$ cat src/rtl/id_scoreboard_if.sv
// Issue / write-back / status bundle between decode and the register scoreboard.
// Latency: none (wires only).
// Backpressure: issue_ready/stall flow from the scoreboard back to decode; write-back has no backpressure.
interface id_scoreboard_if;
  // issue side
  logic        issue_valid;
  logic [4:0]  issue_rs1;
  logic [4:0]  issue_rs2;
  logic        use_rs1;
  logic        use_rs2;
  logic        issue_wr;
  logic [4:0]  issue_rd;
  // write-back side
  logic        wb_valid;
  logic [4:0]  wb_rd;
  // control
  logic        flush;
  // status
  logic        issue_ready;
  logic        stall;
  logic [31:0] busy;
  logic [3:0]  count;
  logic        err;

  modport master (
    output issue_valid, issue_rs1, issue_rs2, use_rs1, use_rs2, issue_wr, issue_rd,
    output wb_valid, wb_rd, flush,
    input  issue_ready, stall, busy, count, err
  );

  modport slave (
    input  issue_valid, issue_rs1, issue_rs2, use_rs1, use_rs2, issue_wr, issue_rd,
    input  wb_valid, wb_rd, flush,
    output issue_ready, stall, busy, count, err
  );
endinterface

$ cat src/rtl/id_scoreboard.sv
// Register scoreboard: tracks up to DEPTH in-order outstanding register writes and blocks RAW/WAW hazards.
// Latency: issue_ready is combinational from registered state; busy/count update one cycle after issue/write-back.
// Backpressure: issue_ready drops on hazard, full tracker (writing issue) or flush; write-backs are never stalled.
module id_scoreboard #(
  parameter int DEPTH = 4
) (
  input logic            clk,
  input logic            reset,
  id_scoreboard_if.slave sb
);

  localparam int PW = $clog2(DEPTH);

  logic [31:0]   busy_q;
  logic [3:0]    count_q;
  logic          err_q;
  logic [PW-1:0] wr_ptr_q;
  logic [PW-1:0] rd_ptr_q;
  logic [4:0]    fifo_q [DEPTH];

  logic          rd_nz;
  logic          raw1;
  logic          raw2;
  logic          waw;
  logic          full;
  logic          ready;
  logic          push;
  logic          pop;
  logic          wb_bad;
  logic [4:0]    head;
  logic [31:0]   set_vec;
  logic [31:0]   clr_vec;

  // Hazard detection, issue acceptance and write-back matching against the oldest outstanding write.
  // Only registered busy is consulted, so a write-back in the same cycle never unblocks an issue.
  always_comb begin
    rd_nz   = (sb.issue_rd != 5'd0);
    raw1    = sb.use_rs1 & (sb.issue_rs1 != 5'd0) & busy_q[sb.issue_rs1];
    raw2    = sb.use_rs2 & (sb.issue_rs2 != 5'd0) & busy_q[sb.issue_rs2];
    waw     = sb.issue_wr & rd_nz & busy_q[sb.issue_rd];
    full    = (count_q == 4'(DEPTH));
    ready   = ~raw1 & ~raw2 & ~waw & ~(sb.issue_wr & rd_nz & full) & ~sb.flush;
    push    = sb.issue_valid & ready & sb.issue_wr & rd_nz;
    head    = fifo_q[rd_ptr_q];
    pop     = sb.wb_valid & (count_q != 4'd0) & (sb.wb_rd == head) & ~sb.flush;
    wb_bad  = sb.wb_valid & ~pop & ~sb.flush;
    set_vec = push ? ((32'd1 << sb.issue_rd) & ~32'd1) : 32'd0;
    clr_vec = pop  ? (32'd1 << head) : 32'd0;
  end

  // Pending-write bitmap: set on writing issue, clear on accepted write-back, wiped by flush.
  always_ff @(posedge clk or posedge reset) begin
    if (reset) begin
      busy_q <= 32'd0;
    end else if (sb.flush) begin
      busy_q <= 32'd0;
    end else begin
      busy_q <= (busy_q | set_vec) & ~clr_vec;
    end
  end

  // In-order tracker pointers and occupancy; pointers wrap naturally since DEPTH is a power of two.
  always_ff @(posedge clk or posedge reset) begin
    if (reset) begin
      wr_ptr_q <= '0;
      rd_ptr_q <= '0;
      count_q  <= 4'd0;
    end else if (sb.flush) begin
      wr_ptr_q <= '0;
      rd_ptr_q <= '0;
      count_q  <= 4'd0;
    end else begin
      if (push) wr_ptr_q <= wr_ptr_q + PW'(1);
      if (pop)  rd_ptr_q <= rd_ptr_q + PW'(1);
      case ({push, pop})
        2'b10:   count_q <= count_q + 4'd1;
        2'b01:   count_q <= count_q - 4'd1;
        default: count_q <= count_q;
      endcase
    end
  end

  // Tracker storage holds destination register numbers; contents are don't-care when empty, so no reset.
  always_ff @(posedge clk) begin
    if (push) fifo_q[wr_ptr_q] <= sb.issue_rd;
  end

  // Sticky protocol error: write-back with nothing outstanding or out of order; only reset clears it.
  always_ff @(posedge clk or posedge reset) begin
    if (reset) begin
      err_q <= 1'b0;
    end else if (wb_bad) begin
      err_q <= 1'b1;
    end
  end

  assign sb.issue_ready = ready;
  assign sb.stall       = sb.issue_valid & ~ready;
  assign sb.busy        = busy_q;
  assign sb.count       = count_q;
  assign sb.err         = err_q;

endmodule

$ cat src/flat_wrapper.sv
// flat-port wrapper written by rule: the top's interface ports become plain ports
module id_scoreboard_flat 
#(
  parameter int DEPTH = 4
)
  (clk, reset, sb_issue_valid, sb_issue_rs1, sb_issue_rs2, sb_use_rs1, sb_use_rs2, sb_issue_wr, sb_issue_rd, sb_wb_valid, sb_wb_rd, sb_flush, sb_issue_ready, sb_stall, sb_busy, sb_count, sb_err);
  id_scoreboard_if sb_i ();
  input logic clk;
  input logic reset;
  input wire logic [$bits(sb_i.issue_valid)-1:0] sb_issue_valid;
  input wire logic [$bits(sb_i.issue_rs1)-1:0] sb_issue_rs1;
  input wire logic [$bits(sb_i.issue_rs2)-1:0] sb_issue_rs2;
  input wire logic [$bits(sb_i.use_rs1)-1:0] sb_use_rs1;
  input wire logic [$bits(sb_i.use_rs2)-1:0] sb_use_rs2;
  input wire logic [$bits(sb_i.issue_wr)-1:0] sb_issue_wr;
  input wire logic [$bits(sb_i.issue_rd)-1:0] sb_issue_rd;
  input wire logic [$bits(sb_i.wb_valid)-1:0] sb_wb_valid;
  input wire logic [$bits(sb_i.wb_rd)-1:0] sb_wb_rd;
  input wire logic [$bits(sb_i.flush)-1:0] sb_flush;
  output wire logic [$bits(sb_i.issue_ready)-1:0] sb_issue_ready;
  output wire logic [$bits(sb_i.stall)-1:0] sb_stall;
  output wire logic [$bits(sb_i.busy)-1:0] sb_busy;
  output wire logic [$bits(sb_i.count)-1:0] sb_count;
  output wire logic [$bits(sb_i.err)-1:0] sb_err;
  assign sb_i.issue_valid = sb_issue_valid;
  assign sb_i.issue_rs1 = sb_issue_rs1;
  assign sb_i.issue_rs2 = sb_issue_rs2;
  assign sb_i.use_rs1 = sb_use_rs1;
  assign sb_i.use_rs2 = sb_use_rs2;
  assign sb_i.issue_wr = sb_issue_wr;
  assign sb_i.issue_rd = sb_issue_rd;
  assign sb_i.wb_valid = sb_wb_valid;
  assign sb_i.wb_rd = sb_wb_rd;
  assign sb_i.flush = sb_flush;
  assign sb_issue_ready = sb_i.issue_ready;
  assign sb_stall = sb_i.stall;
  assign sb_busy = sb_i.busy;
  assign sb_count = sb_i.count;
  assign sb_err = sb_i.err;
  id_scoreboard #(.DEPTH(DEPTH)) u_core (.clk(clk), .reset(reset), .sb(sb_i));
endmodule
$ cat config.mk
export PLATFORM = sky130hd
export DESIGN_NAME = id_scoreboard_flat
export DESIGN_NICKNAME = d
export VERILOG_FILES = /design/src/rtl/id_scoreboard_if.sv /design/src/rtl/id_scoreboard.sv /design/src/flat_wrapper.sv
export SDC_FILE = /design/constraint.sdc
export NUM_CORES = 1
export LEC_CHECK = 0
export CORE_MARGIN = 4
export CORE_UTILIZATION = 40
export DETAILED_ROUTE_END_ITERATION = 10
export DONT_BUFFER_PORTS = 1
export HOLD_SLACK_MARGIN = 0.1
export PLACE_DENSITY = 0.65
export RECOVER_POWER = 100
export SETUP_SLACK_MARGIN = 0.3
export SLEW_MARGIN = 25
export SYNTH_ARGS = -nofsm -noshare
export SYNTH_HDL_FRONTEND = slang
export SYNTH_SLANG_ARGS = --single-unit
$ cat constraint.sdc
create_clock -name clk -period 7.3 [get_ports clk]
set_input_delay 2.19 -clock clk [delete_from_list [all_inputs] [get_ports clk]]
set_output_delay 2.19 -clock clk [all_outputs]
set_load 0.005 [all_outputs]
; ---- Word level (Yosys, flattened, before mapping)
; Memories as Yosys holds them, arrays and structs flattened.
; Cells that the tools add are included.
[word_totals]
reg_bits = 41
latchBits = 0
mem_bits_rw = 20
mem_bits_ro = 0
in_bits = 28
out_inout_bits = 39
elab_cells = 73
n_memories = 1
[op_classes]
add_sub_neg = 4
mul = 0
n_div = 0
n_lt_le_gt_ge = 3
eq_ne = 4
shifts = 2
muxes = 17
n_bitwise = 30
reduce_logical = 7
[mem_list]
columns = name, words, word_bits, rd, rd_clocked_by_memory_dff, wr, line
row1 = u_core.fifo_q, 4, 5, 1, 0, 1, id_scoreboard.sv:19  ; logic [4:0] fifo_q [DEPTH];
[op_table]
columns = op, count
row1 = two-way mux 32 bit, 3
row2 = << shifter 1 x 5 -> 32 bit (first input constant), 2
row3 = bitwise AND 32 bit, 1
row4 = inverter 32 bit, 1
row5 = OR 32 bit, 1
row6 = bitwise AND 1 bit, 20
row7 = less-than comparator 5 x 6 -> 1 bit (second input constant), 3
row8 = binary-select mux 1 bit (select 5 bit), 3
row9 = nonzero test 5 bit, 3
row10 = two-way mux 2 bit, 4
row11 = case mux 4 bit (2 select lines), 1
row12 = inverter 1 bit, 7
row13 = equality test 5 bit, 1
row14 = two-way mux 1 bit, 5
row15 = adder 2 x 1 -> 2 bit (second input constant), 2
row16 = adder 4 x 1 -> 4 bit (second input constant), 1
row17 = equality test 4 x 3 -> 1 bit (second input constant), 1
row18 = two-way mux 4 bit, 1
row19 = nonzero test 2 bit, 2
row20 = nonzero test 4 bit, 1
row21 = subtractor 4 x 1 -> 4 bit (second input constant), 1
row22 = nonzero test 3 bit, 1
row23 = equality test 2 x 1 -> 1 bit (second input constant), 1
row24 = equality test 2 bit (second input constant), 1

; ---- Longest topological paths before layout
[logic_depth]
ltp_word = 15
depth_mapped = 16
depth_no_buf = 13

; ---- Worst setup path before layout
; No wires, ideal clock.
[synth_path]
path_type = input to output
from = input sb_issue_rs1[1]
to = output sb_stall
t_arrival_ns = 3.901
t_required_ns = 5.110
setup_slack_ns = 1.209
stages = 7
n_path_buf = 1
cell_sequence = buf_2 > mux4_2 > mux2_2 > nor3b_1 > a31oi_1 > a211oi_1 > nor2b_1
[synth_between]
elab_chain_len = 10
elab_cells_between_ends = 12
cone_classes = mux: 2 / bitwise: 9 / reduce/logical: 1
[synth_lines]
columns = item, line
row1 = from (decl), flat_wrapper.sv:11  ; input wire logic [$bits(sb_i.issue_rs1)-1:0] sb_issue_rs1;
row2 = binary-select mux 1 bit (select 5 bit) or nonzero test 5 bit (tied branches), id_scoreboard.sv:38  ; raw1 = sb.use_rs1 & (sb.issue_rs1 != 5'd0) & busy_q[sb.issue_rs1];
row3 = two-way mux 1 bit (not written as such) or bitwise AND 1 bit (tied branches), id_scoreboard.sv:38
row4 = bitwise AND 1 bit *, id_scoreboard.sv:38
row5 = inverter 1 bit *, id_scoreboard.sv:42  ; ready = ~raw1 & ~raw2 & ~waw & ~(sb.issue_wr & rd_nz & full) & ~sb.flush;
row6 = bitwise AND 1 bit * (4 in a row), id_scoreboard.sv:42
row7 = net sb_issue_ready, flat_wrapper.sv:20  ; output wire logic [$bits(sb_i.issue_ready)-1:0] sb_issue_ready;
row8 = inverter 1 bit *, id_scoreboard.sv:98  ; assign sb.stall = sb.issue_valid & ~ready;
row9 = bitwise AND 1 bit *, id_scoreboard.sv:98
row10 = to (decl), flat_wrapper.sv:21  ; output wire logic [$bits(sb_i.stall)-1:0] sb_stall;
; Mark *: on every way through the listed nets, which the timed path passes. The rest lies on a longest branch. The select of a mux whose other input is x is not followed.

; ---- Final worst setup path
[layout_path]
from = input sb_issue_rd[0]
to = register u_core.busy_q[30] (netlist: u_core.sb.busy[30])
[layout_between]
elab_chain_len = 14
elab_cells_between_ends = 19
cone_classes = shift: 1 / mux: 4 / bitwise: 13 / reduce/logical: 1
[layout_lines]
columns = item, line
row1 = from (decl), flat_wrapper.sv:16  ; input wire logic [$bits(sb_i.issue_rd)-1:0] sb_issue_rd;
row2 = binary-select mux 1 bit (select 5 bit) or nonzero test 5 bit (tied branches), "id_scoreboard.sv:40, id_scoreboard.sv:37"
row3 = two-way mux 1 bit (not written as such) or bitwise AND 1 bit (tied branches), "id_scoreboard.sv:40, id_scoreboard.sv:42"
row4 = bitwise AND 1 bit, id_scoreboard.sv:40  ; waw = sb.issue_wr & rd_nz & busy_q[sb.issue_rd];
row5 = inverter 1 bit, id_scoreboard.sv:42
row6 = bitwise AND 1 bit (3 in a row), id_scoreboard.sv:42
row7 = bitwise AND 1 bit (3 in a row), id_scoreboard.sv:43  ; push = sb.issue_valid & ready & sb.issue_wr & rd_nz;
row8 = two-way mux 32 bit *, id_scoreboard.sv:47  ; set_vec = push ? ((32'd1 << sb.issue_rd) & ~32'd1) : 32'd0;
row9 = OR 32 bit *, id_scoreboard.sv:58  ; busy_q <= (busy_q | set_vec) & ~clr_vec;
row10 = bitwise AND 32 bit *, id_scoreboard.sv:58
row11 = two-way mux 32 bit *, id_scoreboard.sv:55  ; end else if (sb.flush) begin
row12 = to (signal assigned), id_scoreboard.sv:58
row13 = to (decl), id_scoreboard.sv:14  ; logic [31:0] busy_q;
; Mark *: on every way between the ends. The rest lies on a longest branch, timed or not. The select of a mux whose other input is x is not followed.
; A chain may end at the register's enable or synchronous reset.

==> results.toml <==
[outcome]
status = "finished with violations"
violations = "max-capacitance violations, max-slew violations"

[drt]
vias_per_cell = 6.29
drc = 0
wl_per_cell_um = 22.4
dr.first_iter.drc_count = 316
drt_wl_total_um = 11200
vias = 3138
ant_nets = 0
drt_first_pass_iters = 5

[final_layout]
nFillCells = 934
fin_nets = 396
postLayoutCellArea_um2 = 4170
areaGrowthSynthToFinish_pct = 5.01
multiInputGateArea_um2 = 2110
seqCellArea_um2 = 1630
drive_above_1_share_pct = 12.3
n_antenna_cell = 0

[logic_synthesis]
synth_ff_type = "dfrtp_1"
synth_area_um2 = 3970
yosysTopAreaCell = "dfrtp_1"
synth_fp_nets = 407
ys_seq_area_share_pct = 41.0
synthArstFlopShare_pct = 67.2
yosysWarningCount = 0
synthTopCellsByArea = "dfrtp_1 (26%), edfxtp_1 (15%), mux4_2 (13%)"
syn_area_per_cell_um2 = 10.7
synth-seq-cells = 61
synth_cell_type_count = 56
syn_inst = 372
synth-edff-count = 20
synth_top_area_share_pct = 25.9

[pwr]
share_seq_of_total_power_pct = 50.5
clkPwrFrac_pct = 42.0
p_sw_share_pct = 24.5
p_leak_nw = 1.48
switchingPower_mw = 0.175
pwr_density_cell_nw_per_um2 = 172
combinationalPowerShare_pct = 7.5
intPower_mw = 0.540
ir_worst_vdd_mv = 0.0888

[placement]
gp_congestion = 0.869
place_area_um2 = 4030
dp_hpwl_um = 7920
port_buffers = 0

[die]
num_io_pins = 67
die_w_um = 108
rows = 36
core_um2 = 9730
dieArea_um2 = 11600
die_h_um = 108
start_util_pct = 40.8

[sta]
worst_pin_slew_ns = 2.24
finalSetupViolCount = 0
timing.fmax_mhz = 158
holdWs_ns = 0.515
slew_viol_final = 85
setup_tns_ns = 0
post-route-period-util_pct = 86.8
rsz0062_at_grt = "no"
fin_crit_ns = 6.34
hold_viol_final = 0
slew_headroom_pct = -49.1
finClkSkew_ns = 0.00978

[clock_tree]
postCtsSetupRepairBufs = 0
cts_tree = "built"
clockRootBuffer = "clkbuf_8"
holdBufCountCts = 0
cts_resized = 0
cts-htree-levels = 3
numCtsBuffers = 9
clock_path_buffers = 2
cts_sinks = 61
path_clk_slew_ns = 0.07
insertion_delay_ns = 0.34

[setup_path]
critical_path_arrival_ns = 6.53
crit_fanout = 42
cp-end-kind = "flip-flop"
path_class = "in -> reg"
required_ns = 7.49
crit_top_cell = "nand3b_1"
slowest_delay_ns = 1.36
cp_cell_sequence = "mux4_2 > nand3b_1 > a41oi_1 > or4_1 > a211oi_1 > clkbuf_1 > nand3b_1 > a2111oi_0"
crit_slowest_cell = "clkbuf_1"
startpoint_type = "primary input"

[global_routing]
gr-total-overflow = 0
antenna_found_initial = 0
grt.total_usage_pct = 19.7
grt_pass1_vias = 3091
grt_max_degree = 43
grt_pass1_wl_um = 17400

[worst_hold_path]
hold_class = "reg -> reg"

[flow_run]
cap_violations = 2
placed cells by master, fill, tap and decap left out, types with 5 or more instances in the layout:
cell type / count
a31oi_1: 24
nand3_1: 9
inv_1: 13
nor3_1: 30
xnor2_1: 6
and2_0: 5
mux4_2: 23
dfrtp_1: 41
mux2i_1: 19
nand3b_1: 9
ha_1: 6
nor3b_1: 6
o21ai_0: 5
a211oi_1: 7
nand2_1: 16
nor2_1: 53
edfxtp_1: 20
clkbuf_8: 9
nand4_1: 6
through the flow:
| stage | power (mW) | utilization [%] | setup WS (ns) | instances |
|---|---|---|---|---|
| 2_1_floorplan | 0.424 | - | 1.21 | 372 |
| 3_3_place_gp | 0.423 | 41.4 | 1.30 | 483 |
| 3_5_place_dp | 0.424 | 41.4 | 1.30 | 483 |
| 4_1_cts | 0.722 | 43.5 | 1.28 | 499 |
| 5_1_grt | 0.740 | 42.8 | 0.801 | 499 |
| 6_report | 0.715 | 42.8 | 0.961 | 499 |
final timing paths:
kind,start,endpoint,slack [ns],cells after the start
worst max register to register,u_core.sb.busy[15],u_core.sb.busy[30],2.32,8
min in group asynchronous,reset,u_core.wr_ptr_q[0],2.56,2
worst min-delay path,u_core.sb.err,u_core.sb.err,0.51,1
worst min register to register,u_core.sb.err,u_core.sb.err,0.51,1
worst max-delay path,sb_issue_rd[0],u_core.sb.busy[30],0.96,8
max in group asynchronous,reset,u_core.sb.busy[18],3.46,2
power by group through the flow:
stage                     registers [mW]  clock network, mW  logic, mW
after detailed placement           0.368                  0     0.0560
final                              0.361              0.300     0.0534
after global placement             0.368                  0     0.0548
after global routing               0.361              0.320     0.0583
after CTS                          0.361              0.305     0.0562
after floorplan                    0.367                  0     0.0570
kinds of logic (layout without fill, tap and decap cells):
kind of cell / Yosys count / count (layout) / share of synthesized area [%]
xor gates and xnor gates: 9 / 9 / 2.33
AOI/OAI and AO/OA: 56 / 56 / 10.8
adders and majority gates: 7 / 7 / 2.40
buffers and inverters: 39 / 33 / 4.60
and+or+nand+nor: 155 / 155 / 20.2
DFF: 61 / 61 / 41.0
muxes: 45 / 45 / 18.7
synthesized netlist by cell type, types with 9 or more instances:
master    number
dfrtp_1       41
clkbuf_1      12
nand2_1       16
mux4_2        23
nand3_1        9
nor2_1        53
nor3_1        30
a31oi_1       24
edfxtp_1      20
mux2i_1       19
inv_1         13
cell type report:
| class | count | share of cell area, % |
|---|---|---|
| Inverter | 14 | 1.26 |
| Timing Repair Buffer | 3 | 0.270 |
| Multi-Input combinational cell | 272 | 50.7 |
| Sequential cell | 61 | 39.0 |
| Tap cell | 133 | 3.99 |
| Clock buffer | 10 | 3.06 |
| Clock inverter | 6 | 1.71 |
routing by layer:
layer  up-vias  global-route usage [%]  wire (um)
met4         0                    5.23        179
met3        19                    6.36       1270
met1      1551                    25.5       4410
met5         -                       0          0
li1       1391                       -          -
met2       177                    31.8       5310
critical path, delay by kind of cell:
family | cells | cell delay (ns)
and+or+nand+nor | 3 | 1.40
AOI/OAI and AO/OA | 3 | 1.10
muxes | 1 | 0.47
buffers and inverters | 1 | 1.36
flip-flops by register name, indices dropped and copies added (netlist names):
signal,count
u_core.rd_ptr_q,2
u_core.sb.err,1
u_core.sb.count,4
u_core.wr_ptr_q,2
u_core.fifo_q,20
u_core.sb.busy,32
No activity file was read; power rests on OpenSTA's default activity.
